<file path="config.mk">
export PLATFORM = sky130hd
export DESIGN_NAME = cam_iic_arbiter
export DESIGN_NICKNAME = d
export VERILOG_FILES = /design/src/rtl/cam_iic_pkg.sv /design/src/rtl/cam_iic_arbiter_rr_pick.sv /design/src/rtl/cam_iic_arbiter.sv
export SDC_FILE = /design/constraint.sdc
export NUM_CORES = 1
export LEC_CHECK = 0
export BUFFER_PORTS_ARGS = -buffer_cell sky130_fd_sc_hd__buf_4
export CAP_MARGIN = 20
export CORE_MARGIN = 2
export CORE_UTILIZATION = 56
export DETAILED_ROUTE_END_ITERATION = 6
export GPL_TIMING_DRIVEN = 0
export PLACE_DENSITY = 0.79
export SYNTH_ARGS = -nofsm -noshare
export SYNTH_HDL_FRONTEND = slang
export SYNTH_SLANG_ARGS = --single-unit
</file>
<file path="constraint.sdc">
create_clock -name clk -period 2 [get_ports clk]
set_input_delay 0.1 -clock clk [delete_from_list [all_inputs] [get_ports clk]]
set_output_delay 0.1 -clock clk [all_outputs]
set_load 0.01 [all_outputs]
</file>
<file path="src/rtl/cam_iic_pkg.sv">
// Shared types and default timing for the camera I2C arbiter.
// Timing defaults assume a 100 MHz clock.
package cam_iic_pkg;

  typedef enum logic [1:0] {
    IDLE    = 2'd0,
    GRANT   = 2'd1,
    RELEASE = 2'd2
  } state_e;

  localparam int BUS_FREE_DEF = 500;
  localparam int TIMEOUT_DEF  = 2500000;

endpackage

</file>
<file path="src/rtl/cam_iic_arbiter_rr_pick.sv">
// Round-robin selector: first eligible index at or after ptr,
// wrapping around the requester vector.
module rr_pick
  import cam_iic_pkg::*;
#(
  parameter int N    = 4,
  parameter int ID_W = 2
) (
  input  logic [N-1:0]    elig,
  input  logic [ID_W-1:0] ptr,
  output logic            valid,
  output logic [ID_W-1:0] idx
);

  // scan from the pointer; first hit wins
  always_comb begin
    valid = 1'b0;
    idx   = '0;
    for (int i = 0; i < N; i++) begin
      if (!valid && elig[(int'(ptr) + i) % N]) begin
        valid = 1'b1;
        idx   = ID_W'((int'(ptr) + i) % N);
      end
    end
  end

endmodule

</file>
<file path="src/rtl/cam_iic_arbiter.sv">
// Shares one I2C master port between NUM_REQ config engines:
// round-robin grant, bus-free gap, hung-grant timeout.
module cam_iic_arbiter
  import cam_iic_pkg::*;
#(
  parameter int NUM_REQ         = 4,
  parameter int BUS_FREE_CYCLES = BUS_FREE_DEF,
  parameter int TIMEOUT_CYCLES  = TIMEOUT_DEF,
  localparam int ID_W           = $clog2(NUM_REQ)
) (
  input  logic               clk,
  input  logic               reset,
  input  logic [NUM_REQ-1:0] req,
  output logic [NUM_REQ-1:0] gnt,
  input  logic [NUM_REQ-1:0] m_scl_o,
  input  logic [NUM_REQ-1:0] m_scl_t,
  input  logic [NUM_REQ-1:0] m_sda_o,
  input  logic [NUM_REQ-1:0] m_sda_t,
  output logic               m_scl_i,
  output logic               m_sda_i,
  input  logic               iic_scl_i,
  output logic               iic_scl_o,
  output logic               iic_scl_t,
  input  logic               iic_sda_i,
  output logic               iic_sda_o,
  output logic               iic_sda_t,
  output logic [ID_W-1:0]    active_id,
  output logic               timeout_flag,
  input  logic               timeout_clr
);

  localparam int FREE_W = $clog2(BUS_FREE_CYCLES + 1);
  localparam int TMO_W  = $clog2(TIMEOUT_CYCLES + 1);

  state_e             state_q, state_d;
  logic [NUM_REQ-1:0] gnt_q, gnt_d;
  logic [NUM_REQ-1:0] lock_q, lock_d;
  logic [ID_W-1:0]    id_q, id_d;
  logic [ID_W-1:0]    ptr_q, ptr_d;
  logic [TMO_W-1:0]   tmo_q, tmo_d;
  logic [FREE_W-1:0]  free_q, free_d;
  logic               flag_q, flag_d;
  logic               set_flag;
  logic               bus_free;
  logic               pick_vld;
  logic [ID_W-1:0]    pick_idx;

  assign bus_free = free_q >= FREE_W'(BUS_FREE_CYCLES);

  rr_pick #(
    .N    (NUM_REQ),
    .ID_W (ID_W)
  ) u_pick (
    .elig  (req & ~lock_q),
    .ptr   (ptr_q),
    .valid (pick_vld),
    .idx   (pick_idx)
  );

  // next-state: grant FSM, lockout, timeout flag, bus-free counter
  always_comb begin
    state_d  = state_q;
    gnt_d    = gnt_q;
    id_d     = id_q;
    ptr_d    = ptr_q;
    tmo_d    = tmo_q;
    lock_d   = lock_q & req;
    set_flag = 1'b0;
    unique case (state_q)
      IDLE: begin
        if (bus_free && pick_vld) begin
          gnt_d   = NUM_REQ'(1) << pick_idx;
          id_d    = pick_idx;
          ptr_d   = (pick_idx == ID_W'(NUM_REQ - 1)) ?
                    '0 : pick_idx + ID_W'(1);
          tmo_d   = '0;
          state_d = GRANT;
        end
      end
      GRANT: begin
        tmo_d = tmo_q + TMO_W'(1);
        if (!req[id_q]) begin
          gnt_d   = '0;
          id_d    = '0;
          state_d = RELEASE;
        end else if (tmo_q == TMO_W'(TIMEOUT_CYCLES - 1)) begin
          gnt_d        = '0;
          id_d         = '0;
          lock_d[id_q] = 1'b1;
          set_flag     = 1'b1;
          state_d      = RELEASE;
        end
      end
      RELEASE: state_d = IDLE;
      default: state_d = IDLE;
    endcase

    flag_d = set_flag ? 1'b1 : (timeout_clr ? 1'b0 : flag_q);

    if (state_q == GRANT && state_d == RELEASE)
      free_d = '0;
    else if (!(iic_scl_i && iic_sda_i))
      free_d = '0;
    else if (!bus_free)
      free_d = free_q + FREE_W'(1);
    else
      free_d = free_q;
  end

  // state registers, synchronous reset
  always_ff @(posedge clk) begin
    if (reset) begin
      state_q <= IDLE;
      gnt_q   <= '0;
      lock_q  <= '0;
      id_q    <= '0;
      ptr_q   <= '0;
      tmo_q   <= '0;
      free_q  <= '0;
      flag_q  <= 1'b0;
    end else begin
      state_q <= state_d;
      gnt_q   <= gnt_d;
      lock_q  <= lock_d;
      id_q    <= id_d;
      ptr_q   <= ptr_d;
      tmo_q   <= tmo_d;
      free_q  <= free_d;
      flag_q  <= flag_d;
    end
  end

  // bus mux from the registered grant; released when idle
  always_comb begin
    iic_scl_o = 1'b1;
    iic_scl_t = 1'b1;
    iic_sda_o = 1'b1;
    iic_sda_t = 1'b1;
    for (int i = 0; i < NUM_REQ; i++) begin
      if (gnt_q[i]) begin
        iic_scl_o = m_scl_o[i];
        iic_scl_t = m_scl_t[i];
        iic_sda_o = m_sda_o[i];
        iic_sda_t = m_sda_t[i];
      end
    end
  end

  assign gnt          = gnt_q;
  assign active_id    = id_q;
  assign timeout_flag = flag_q;
  assign m_scl_i      = iic_scl_i;
  assign m_sda_i      = iic_sda_i;

endmodule

</file>
==> After elaboration in Yosys (flattened, before gate mapping) <==
Index checks and enable logic that the tools add are counted.
{ "totals": {"ff_bits": 46, "inputBits": 25, "output_inout_bits": 13} }
{ "op_classes": {"order_cmp": 7, "eq_ne": 6, "n_addsub": 6, "n_mux": 62, "shift": 1, "reduce_logical": 20, "n_bitwise": 8} }
{ "ops": {"columns": ["op", "n"], "rows": [
  ["22-bit one-hot mux with 2 select lines", 1],
  ["1-bit 2-to-1 mux", 34],
  ["4-bit 2-to-1 mux", 6],
  ["22-bit by 1-bit adder with 22-bit output (second input constant)", 1],
  ["22-bit equality test (second input constant)", 1],
  ["2-bit 2-to-1 mux", 11],
  ["22-bit 2-to-1 mux", 1],
  ["3-bit by 4-bit less-than comparator with 1-bit output (second input constant)", 3],
  ["1-bit binary-select mux with 2-bit select", 5],
  ["9-bit by 1-bit adder with 9-bit output (second input constant)", 1],
  ["9-bit >= comparator (second input constant)", 1],
  ["4-bit AND", 2],
  ["2-bit one-hot mux with 2 select lines", 2],
  ["4-bit one-hot mux with 2 select lines", 1],
  ["1-bit logical AND", 7],
  ["2-bit by 3-bit less-than comparator with 1-bit output (second input constant)", 2],
  ["2-bit OR reduction", 3],
  ["2-bit by 1-bit adder with 2-bit output (second input constant)", 2],
  ["2-bit adder (second input constant)", 2],
  ["2-bit equality test (second input constant)", 2],
  ["4-bit NOT", 1],
  ["4-bit OR", 1],
  ["2-bit AND reduction", 2],
  ["2-bit nonzero test", 2],
  ["12 further kinds", 16]
]} }

==> Longest topological paths before layout <==
{ "logic_depth": {"depth_word": 20, "ltp_mapped": 8, "mapped_depth_nobuf": 8} }

==> Modules after synthesis <==
Synthesis repeated with hierarchy kept, for this count alone.
{ "hier_totals": {"hier_cells": 323, "hier_area_um2": 2685.1} }
{ "by_module_without_submodules": {"columns": ["module", "n_inst", "area_each_um2", "seq_area_each_um2", "cells_per_inst"], "rows": [
  ["cam_iic_arbiter", 1, 2607.5, 920.9, 308],
  ["rr_pick", 1, 77.6, 0.0, 15]
]} }

==> Worst setup path before layout <==
OpenSTA, ideal clock, no wires.
{ "synth_path": {"kind": "flip-flop to flip-flop", "from": "register tmo_q[12]", "to": "register lock_q[0]", "arrival_ns": 1.753, "setup_ns": 0.071, "slack_ns": 0.176, "path_stages_with_launch": 6, "cell_sequence": "dfxtp_1 -> or4b_1 -> nor3_2 -> and4_1 -> or3b_1 -> a21oi_1"} }
{ "synth_between": {"elab_chain_cells": 4} }
{ "synth_rtl": {"columns": ["element", "line", "source"], "rows": [
  ["start, declared", "cam_iic_arbiter.sv:40", "logic [TMO_W-1:0] tmo_q, tmo_d;"],
  ["start signal, assigned", "cam_iic_arbiter.sv:127", "tmo_q <= tmo_d;"],
  ["22-bit equality test", "cam_iic_arbiter.sv:86", "end else if (tmo_q == TMO_W'(TIMEOUT_CYCLES - 1)) begin"],
  ["4-bit 2-to-1 mux", "cam_iic_arbiter.sv:86", null],
  ["4-bit 2-to-1 mux", "cam_iic_arbiter.sv:82", "if (!req[id_q]) begin"],
  ["4-bit 2-to-1 mux", "cam_iic_arbiter.sv:69", "unique case (state_q)"],
  ["end signal, assigned", "cam_iic_arbiter.sv:124", "lock_q <= lock_d;"],
  ["end, declared", "cam_iic_arbiter.sv:37", "logic [NUM_REQ-1:0] lock_q, lock_d;"]
]} }
Every way passes these cells.
A chain may end at the register's enable or synchronous reset.

==> Worst setup path after layout <==
{ "layout_path": {"from": "register tmo_q[12]", "to": "register id_q[1], in the netlist active_id[1]"} }
{ "layout_between": {"elab_chain_cells": 3} }
{ "layout_rtl": {"columns": ["element", "line", "source"], "rows": [
  ["22-bit equality test", "cam_iic_arbiter.sv:86", null],
  ["3-bit inequality test (no line)", null, null],
  ["3-bit AND reduction (no line)", null, null],
  ["end signal, assigned", "cam_iic_arbiter.sv:125", "id_q <= id_d;"],
  ["end, declared", "cam_iic_arbiter.sv:38", "logic [ID_W-1:0] id_q, id_d;"]
]} }
Every way passes these cells.

==> results.cfg <==
[logic_synthesis]
syn_area_sq_mm = 0.00249
syn_nets = 336
ys_ff_latch = 46
yosys.area_share.simple_pct = 29.6
synth_edf_count = 0
async_flop_share_pct = 0
synthAdderAreaFrac_pct = 3.52
muxShareOfSynthArea_pct = 3.12
synth_top_family_by_area = simple AND/OR/NAND/NOR gates
synth_compound_area_share_pct = 17.8
ys_types = 49
postSynthCellCount = 304
ys_warn_count = 0
post_synth.cell_area_avg_sq_um = 8.19
ys_seq_area_share_pct = 37.0
synthXorXnorAreaFrac_pct = 4.22
synthFlopType = dfxtp_1

[worst_setup_path]
critical_path_buf_inv_count = 0
crit_path_top_delay_cell = or4b_4
crit_chain = or4b_4, nor3_4, a311oi_4, o311ai_0, o41ai_2
critPathLaunchType = register
max_stage_delay_ns = 0.55
path_delay_family = simple AND/OR/NAND/NOR gates
critPathMaxFanout = 5
ff2ff_setup_slack_ns = -0.06
reg2reg_depth = 5
crit_path_end_kind = register
setup.worst_path.class = reg -> reg
r2r_end = active_id[1]
crit_required_ns = 2.16
reg2reg_from = tmo_q[12]
critPathArrivalTime_ns = 2.22

[power]
powerDensity_mw_per_mm2 = 506
ir_drop_v = 0.000368
p_leak_nw = 1.10

[timing]
fin_setup_tns_ns = -0.108
setup_viol = 4
max_freq_mhz = 486
relSlewSlack_pct = 61.4
fin_ws_ns = -0.0595
worst_pin_slew_ns = 0.574
rsz0062_at_grt = true
finalHoldViolCount = 0
clock_skew_ns = 0.00512
slew_viol_final = 0
period_needed_ns = 2.06
fin_crit_sh_pct = 103

[routing]
wl_per_cell_um = 14.8
drt_iter0_drc = 180
wirelength_um = 5970
drt_first_pass_iters = 4
vias_per_cell = 6.00
vias = 2423
drc = 0
antenna_left = 0

[cts]
cts_hold_buf = 0
root_buffer = clkbuf_8
cts_made_buffers = 5
clock-sinks = 46
clk_pin_slew_ns = 0.08
cts_tree = done
cts_buffer_depth = 2
htreeDepth = 2
clk_latency_ns = 0.30

[global_route]
grt_antenna_before_repair = 0
grt_pass1_wl_um = 9810
gr-usage-all-layers_pct = 24.1
grt_pass1_vias = 2186
grt_overflow = 0
grt_max_degree = 14

[cells_and_area]
final_cell_mix = buf_4 (44), dfxtp_1 (43), nand2_1 (37)
final_util_pct = 70.5
syn_to_final_growth_pct = 22.5
stdcell_count = 404
seqCellArea_sq_um = 927
final_layout_size_suffix_gt1_share_pct = 24.4
n_fill_cell = 338
layout_commonest_cell = buf_4
multi_input_area_sq_mm = 0.00155
layout.nets = 384
diodes = 0

[floorplan]
initial_utilization_pct = 57.6
num_rows = 24
die_area_sq_mm = 0.00499
fp.dieW_um = 70.7
die_h_um = 70.7
io_pins = 38
coreArea_sq_mm = 0.00432

[outcome]
status = finished, violations left
violations = setup timing

[place]
gp_congestion = 0.815
portBuffers = 36
dp_hpwl_um = 4220
dp_cells = 392

[worst_hold_path]
min_path_type = in -> reg
hold-path-endpoint = lock_q[1]
hold_path_depth = 3
hold_start = req[1]

[run]
drv_cap = 0
## synthesized netlist by cell type (2+ instances only)
master	n	area share (%)
nor2b_1	4	1.0
or3_1	5	1.3
nand3_1	17	3.4
clkbuf_2	2	0.40
buf_4	3	0.90
clkbuf_1	8	1.2
o31ai_1	4	1.2
a31oi_1	6	1.5
or2_2	5	1.3
nor3_1	9	1.8
nor4b_2	2	1.2
a311oi_1	8	2.8
xor2_1	9	3.2
nand2_1	37	5.6
and4_1	5	1.8
dfxtp_1	46	37
o41ai_1	2	0.70
o22ai_1	4	1.0
and3_1	4	1.0
nand4_1	11	2.8
a21oi_1	22	4.4
o21ai_0	13	2.6
nand2b_1	6	1.5
mux2_2	4	1.8
inv_1	12	1.8
ha_1	7	3.5
xnor2_1	3	1.1
nand3b_1	3	0.90
o311ai_0	2	0.70
nor2_1	22	3.3
## cell families (layout without fill, tap and decap cells)
| group | Yosys count | count (layout) |
|---|---|---|
| adder cells (fa/ha/maj) | 7 | 7 |
| XOR/XNOR | 12 | 12 |
| multiplexers | 6 | 6 |
| AO/OA/AOI/OAI | 68 | 68 |
| AND/OR/NAND/NOR | 138 | 138 |
| flip-flops | 46 | 46 |
| buffers and inverters | 27 | 75 |
## repair_timing
action,4_1_cts,5_1_grt
pin swaps,0,6
resized for setup,8,19
setup buffers,0,5
gates cloned,0,0
endpoints found under the setup margin,14,26
## layer usage
layer	routed length (um)	vias to the layer above	global-route usage (%)
met5	0	-	0
met1	2760	1140	32.6
met2	2820	65	38.8
met4	142	0	9.43
met3	247	14	4.27
li1	-	1204	-
## where the power goes
group          switching, W  internal (W)   total, W  leakage (nW)
clock              0.000296      0.000235   0.000531        0.0438
sequential       0.00000140      0.000914   0.000916         0.372
combinational     0.0000496     0.0000476  0.0000972         0.684
## registers in the layout, indices dropped and copies added, names as in the netlist
name          cells
timeout_flag      1
state_q           2
tmo_q            22
gnt               4
free_q            9
lock_q            4
active_id         2
ptr_q             2
## worst register-to-register path, stage by stage, from the launching register on
cell and delay, ns:
dfxtp_4 0.37, or4b_4 0.55, nor3_4 0.28, a311oi_4 0.16, o311ai_0 0.43, o41ai_2 0.15
## worst max-delay path by stage
stage / start / slack [ns] / endpoint / depth (start not counted)
after detailed placement: lock_q[0] / -0.04 / tmo_q[5] / 5
after global routing: tmo_q[12] / -0.1 / active_id[0] / 5
after CTS: state_q[0] / -0.01 / tmo_q[18] / 6
after global placement: lock_q[0] / -0.007 / tmo_q[11] / 5
after floorplan: tmo_q[12] / 0.18 / lock_q[0] / 5
final: tmo_q[12] / -0.06 / active_id[1] / 5
## metrics by stage
step | worst slack [ns] | power [W] | cell area, sq um | hold slack (ns)
3_5_place_dp | -0.0374 | 0.00103 | 2820 | 0.379
6_report | -0.0595 | 0.00154 | 3050 | 0.0623
2_1_floorplan | 0.176 | 0.000978 | 2490 | 0.243
3_3_place_gp | -0.00675 | 0.00103 | 2820 | 0.374
4_1_cts | -0.00996 | 0.00155 | 2940 | 0.0649
5_1_grt | -0.0989 | 0.00161 | 3050 | 0.0716
## cell type report
type | count | area share [%]
Timing Repair Buffer | 41 | 10.1
Sequential cell | 46 | 30.4
Multi-Input combinational cell | 231 | 50.9
Clock buffer | 5 | 2.26
Clock inverter | 2 | 0.328
Tap cell | 52 | 2.13
Buffer | 15 | 2.42
Inverter | 12 | 1.48
Power figures use the tool's default switching activity.
